### config.mk
export PLATFORM = sky130hd
export DESIGN_NAME = control_sequencer
export DESIGN_NICKNAME = d
export VERILOG_FILES = /design/src/rtl/cpu_pkg.sv /design/src/rtl/seq_decode.sv /design/src/rtl/control_sequencer.sv
export SDC_FILE = /design/constraint.sdc
export NUM_CORES = 1
export LEC_CHECK = 0
export CAP_MARGIN = 40
export CELL_PAD_IN_SITES_DETAIL_PLACEMENT = 2
export CELL_PAD_IN_SITES_GLOBAL_PLACEMENT = 2
export CORE_ASPECT_RATIO = 2
export CORE_MARGIN = 8
export CORE_UTILIZATION = 11
export CTS_CLUSTER_DIAMETER = 150
export DETAILED_ROUTE_END_ITERATION = 12
export PLACE_DENSITY_LB_ADDON = 0.1
export SYNTH_ARGS = -nofsm -noshare
export SYNTH_HDL_FRONTEND = slang
export SYNTH_SLANG_ARGS = --single-unit
### constraint.sdc
create_clock -name Clock -period 1.8 [get_ports Clock]
set_input_delay 0.45 -clock Clock [delete_from_list [all_inputs] [get_ports Clock]]
set_output_delay 0.45 -clock Clock [all_outputs]
set_load 0.05 [all_outputs]
### src/rtl/cpu_pkg.sv
// Shared definitions for the phase-1 hardwired control sequencer:
// opcodes, state encodings, IR field positions and the strobe bundle.
package cpu_pkg;

  localparam int OPW    = 5;
  localparam int REGW   = 4;
  localparam int OP_LSB = 27;
  localparam int RA_LSB = 23;
  localparam int RB_LSB = 19;
  localparam int RC_LSB = 15;

  localparam logic [OPW-1:0] OP_ADD = 5'b00011;
  localparam logic [OPW-1:0] OP_SUB = 5'b00100;
  localparam logic [OPW-1:0] OP_SHR = 5'b00101;
  localparam logic [OPW-1:0] OP_SHL = 5'b00110;
  localparam logic [OPW-1:0] OP_ROR = 5'b00111;
  localparam logic [OPW-1:0] OP_ROL = 5'b01000;
  localparam logic [OPW-1:0] OP_AND = 5'b01001;
  localparam logic [OPW-1:0] OP_OR  = 5'b01010;
  localparam logic [OPW-1:0] OP_NOP = 5'b11000;

  typedef enum logic [3:0] {
    ST_RST  = 4'd0,
    ST_T0   = 4'd1,
    ST_T1   = 4'd2,
    ST_T2   = 4'd3,
    ST_T3   = 4'd4,
    ST_T4   = 4'd5,
    ST_T5   = 4'd6,
    ST_HALT = 4'd7
  } state_t;

  typedef struct packed {
    logic pc_out;
    logic zlow_out;
    logic mdr_out;
    logic r_out;
    logic mar_in;
    logic z_in;
    logic pc_in;
    logic mdr_in;
    logic ir_in;
    logic y_in;
    logic r_in;
    logic inc_pc;
    logic read;
    logic gra;
    logic grb;
    logic grc;
    logic done;
    logic illegal;
  } ctrl_t;

endpackage

### src/rtl/seq_decode.sv
// Opcode classifier for the control sequencer.
// Flags supported ALU ops and NOP; ALU op is zero for anything else.
module seq_decode
  import cpu_pkg::*;
(
  input  logic [OPW-1:0] op,
  output logic           supported,
  output logic           nop,
  output logic [OPW-1:0] alu_op
);

  always_comb begin
    supported = 1'b0;
    nop       = 1'b0;
    case (op)
      OP_ADD, OP_SUB, OP_SHR, OP_SHL,
      OP_ROR, OP_ROL, OP_AND, OP_OR: supported = 1'b1;
      OP_NOP:                        nop = 1'b1;
      default: ;
    endcase
    alu_op = supported ? op : '0;
  end

endmodule

### src/rtl/control_sequencer.sv
// Hardwired fetch/execute sequencer for three-register ALU instructions.
// Moore strobes decoded from the state register, all gated off while frozen.
module control_sequencer
  import cpu_pkg::*;
(
  input  logic           Clock,
  input  logic           Resetn,
  input  logic           Run,
  input  logic           Stop,
  input  logic [31:0]    IR,
  output logic           PCout,
  output logic           Zlowout,
  output logic           MDRout,
  output logic           Rout,
  output logic           MARin,
  output logic           Zin,
  output logic           PCin,
  output logic           MDRin,
  output logic           IRin,
  output logic           Yin,
  output logic           Rin,
  output logic           IncPC,
  output logic           Read,
  output logic           Gra,
  output logic           Grb,
  output logic           Grc,
  output logic [OPW-1:0] ALUop,
  output logic           Done,
  output logic           Halted,
  output logic           Illegal,
  output logic [3:0]     State
);

  state_t         state;
  logic           stop_pend;
  logic           supported;
  logic           nop;
  logic [OPW-1:0] dec_alu;
  logic [OPW-1:0] alu;
  ctrl_t          c;
  logic           unused_ir;

  assign unused_ir = ^IR[OP_LSB-1:0];

  seq_decode u_dec (
    .op        (IR[OP_LSB +: OPW]),
    .supported (supported),
    .nop       (nop),
    .alu_op    (dec_alu)
  );

  always_ff @(posedge Clock or negedge Resetn) begin
    if (!Resetn) begin
      state     <= ST_RST;
      stop_pend <= 1'b0;
    end else begin
      if (state == ST_RST || state == ST_HALT)
        stop_pend <= 1'b0;
      else if (Stop)
        stop_pend <= 1'b1;
      if (Run) begin
        unique case (state)
          ST_RST:  state <= ST_T0;
          ST_T0:   state <= ST_T1;
          ST_T1:   state <= ST_T2;
          ST_T2:   state <= ST_T3;
          ST_T3:   state <= supported ? ST_T4 : ST_T0;
          ST_T4:   state <= ST_T5;
          // a stop arriving in T5 itself still halts here
          ST_T5:   state <= (stop_pend || Stop) ? ST_HALT : ST_T0;
          ST_HALT: state <= ST_HALT;
          default: state <= ST_RST;
        endcase
      end
    end
  end

  always_comb begin
    c   = '0;
    alu = '0;
    if (Run) begin
      unique case (state)
        ST_T0: begin
          c.pc_out = 1'b1;
          c.mar_in = 1'b1;
          c.inc_pc = 1'b1;
          c.z_in   = 1'b1;
        end
        ST_T1: begin
          c.zlow_out = 1'b1;
          c.pc_in    = 1'b1;
          c.read     = 1'b1;
          c.mdr_in   = 1'b1;
        end
        ST_T2: begin
          c.mdr_out = 1'b1;
          c.ir_in   = 1'b1;
        end
        ST_T3: begin
          if (supported) begin
            c.grb   = 1'b1;
            c.r_out = 1'b1;
            c.y_in  = 1'b1;
          end else if (!nop) begin
            c.illegal = 1'b1;
          end
        end
        ST_T4: begin
          c.grc   = 1'b1;
          c.r_out = 1'b1;
          c.z_in  = 1'b1;
          alu     = dec_alu;
        end
        ST_T5: begin
          c.zlow_out = 1'b1;
          c.gra      = 1'b1;
          c.r_in     = 1'b1;
          c.done     = 1'b1;
        end
        default: ;
      endcase
    end
  end

  assign PCout   = c.pc_out;
  assign Zlowout = c.zlow_out;
  assign MDRout  = c.mdr_out;
  assign Rout    = c.r_out;
  assign MARin   = c.mar_in;
  assign Zin     = c.z_in;
  assign PCin    = c.pc_in;
  assign MDRin   = c.mdr_in;
  assign IRin    = c.ir_in;
  assign Yin     = c.y_in;
  assign Rin     = c.r_in;
  assign IncPC   = c.inc_pc;
  assign Read    = c.read;
  assign Gra     = c.gra;
  assign Grb     = c.grb;
  assign Grc     = c.grc;
  assign Done    = c.done;
  assign Illegal = c.illegal;
  assign ALUop   = alu;
  assign Halted  = (state == ST_HALT);
  assign State   = state;

endmodule

==> flow_summary.yaml <==
grt:
  grt_max_degree: 13
  global_route.usage.met3_pct: 1.407
  track_usage_pct: 7.296
  grt_pass1_vias: 805
  grt-ovfl-total: 0
  antenna_found_initial: 0
  grt_use_met1_pct: 7.113
  busiest_layer: "met2"
  met2_usage_pct: 14.36
  grt_pass1_wl_mm: 4.153
yosys:
  ys.flop_type: "dfrtp_1"
  async_flop_share_pct: 100.0
  syn_area_um2: 503.0
  yosysWarnings: 0
  ys_seq_area_share_pct: 19.90
  synth_edf_count: 0
  yosysTopAreaCellShare_pct: 19.90
  avgSynthCellArea_um2: 7.621
  syn_inst: 66
  ys_seq_elements: 4
  ys_types: 27
  synthTopCellsByArea: "dfrtp_1, buf_4, nor3_1"
  synth_most_common_cell: "buf_4"
  yosys-top-cells-count: "buf_4, nor2_1, nor3_1, dfrtp_1, nand2_1"
  synth.largest_area_cell: "dfrtp_1"
critical_path:
  worstSetupPathType: "reg2out"
  r2r_cells: 6
  worstPathRequired_ns: 1.35
  endpoint_kind: "output pin"
  r2r_end: "State[1]$_DFFE_PN0P_"
  worstPathMaxFanout: 3
  cp-start-kind: "flip-flop"
  rrSetupSlack_ns: 0.52
  worstReg2RegStart: "State[1]$_DFFE_PN0P_"
  cp.arrival_ns: 1.48
layout:
  post_route_cells_drive_above_1_share_pct: 74.14
  design_area_mm2: 0.001450
  regArea_um2: 103.9
  final_cells: 171
  fillCellCount: 504
  area_delta_synth_final_pct: 188.3
  n_antenna_cell: 0
  multi_input_area_um2: 440.4
  nets: 153
placed_design:
  place_ws_ns: -0.4885
  dp_cells: 163
  dp_hpwl_mm: 2.128
  place_area_mm2: 0.001353
  port_buffers: 34
  gp_congestion: 0.7373
die:
  die_w_um: 63.82
  die_h_um: 111.6
  io_pins: 64
  initial_core_util_pct: 11.15
  core.rowCount: 35
  die_area_mm2: 0.007124
  fp.coreArea_mm2: 0.004511
sta:
  setup_violations: 15
  slew_viol_final: 0
  timing.fmax_ghz: 0.5178
  finalHoldViolCount: 0
  fin_crit_sh_pct: 107.3
  whs_ns: 0.4407
  period_minus_slack_ns: 1.931
  timing.final.ws_setup_ns: -0.1311
  rsz0062_at_grt: "yes"
  fin_skew_ns: 0.001909
route:
  drt-initial-drc-count: 2
  firstDrtPassIters: 4
  via_count: 651
  antenna_left: 0
  finalWirelength_mm: 2.357
  wl_per_cell_um: 13.78
  drc_errors: 0
  avgViaCountPerCell: 3.807
job:
  cap_violations: 0
cts:
  clock_latency_ns: 0.21
  cts_tree: "done"
  cts_root_buffer: "clkbuf_8"
  clock-sinks: 4
  h-tree-depth: 1
  clock_path_buffers: 2
  numCtsBuffers: 3
  cts.clk_slew.worst_paths_ns: 0.03
power:
  ir_drop_mv: 1.064
  pwr_density_cell_mw_per_mm2: 1116
  leakagePower_nw: 0.6138
hold_path:
  hp-class: "in2async"
run_status:
  violations: "setup timing"
  status: "finished, violations left"
[flip-flops by register name (all words and copies together), names as in the netlist]
signal     cells
State          3
stop_pend      1
[cell usage in the layout (no fill, tap or decap), drive strengths merged]
cell,synthesis,routed
a211oi,1,1
a21bo,1,1
a21o,1,1
a21oi,3,3
and2b,1,1
and3,1,1
buf,14,56
clkbuf,0,4
clkdlybuf4s50,0,2
conb,1,2
dfrtp,4,4
dlygate4sd2,0,1
inv,3,3
maj3,1,1
mux2i,1,1
nand2,4,4
nand2b,2,2
nand3,1,1
nand3b,1,1
nand4bb,1,1
nor2,10,10
nor2b,1,1
nor3,8,8
nor3b,2,2
nor4b,1,1
o211ai,1,1
o21ai,2,2
[repair_timing]
action	4_1_cts	5_1_grt
endpoints found under the setup margin	22	20
hold buffers	0	0
buffers inserted	4	0
pin swaps	6	3
gates resized for setup	33	1
[power by group]
group | internal (mW) | switching (mW)
registers | 0.124 | 0.0389
logic | 0.569 | 0.690
clock network | 0.151 | 0.0456
[how the worst max path moves through the flow]
stage / startpoint / endpoint
after floorplan: State[1]$_DFFE_PN0P_ / ALUop[2]
after global placement: IR[31] / Illegal
after detailed placement: IR[31] / Illegal
after CTS: State[1]$_DFFE_PN0P_ / ALUop[2]
after global routing: State[1]$_DFFE_PN0P_ / ALUop[2]
final: State[1]$_DFFE_PN0P_ / Illegal
[cell families after synthesis]
family	after synthesis	synth area share (%)
other	1	0.7456
AND/OR/NAND/NOR	33	38.56
multiplexers	1	2.736
adder cells (fa/ha/maj)	1	2.239
AO/OA/AOI/OAI	9	14.18
flip-flops	4	19.90
buffers and inverters	17	21.64
[critical path, cell delays in order (launching register included)]
cell,delay [ns]
dfrtp_2,0.39
and2b_4,0.27
nand3b_1,0.10
buf_6,0.15
a211oi_4,0.19
buf_12,0.17
[per-layer routing]
layer | up-vias | share of wire [%]
li1 | 307 | -
met1 | 323 | 34
met2 | 19 | 62
met3 | 2 | 3.7
met4 | 0 | 0.38
met5 | - | 0
[layout make-up]
cell class	count	share of cell area, %
Sequential cell	4	7.161
Clock buffer	4	3.106
Multi-Input combinational cell	46	30.37
Inverter	3	0.7765
Timing Repair Buffer	59	53.84
Tap cell	55	4.745
[metrics by stage]
step | setup TNS [ns] | power (mW) | utilization [%]
floorplan | -2.710 | 0.8668 | -
global placement | -7.287 | 1.388 | 29.99
detailed placement | -7.774 | 1.413 | 29.99
CTS | -1.367 | 1.649 | 32.09
global route | -2.140 | 1.720 | 32.15
finish | -0.8541 | 1.619 | 32.15
Note: power is estimated with default switching activity, not from simulation.
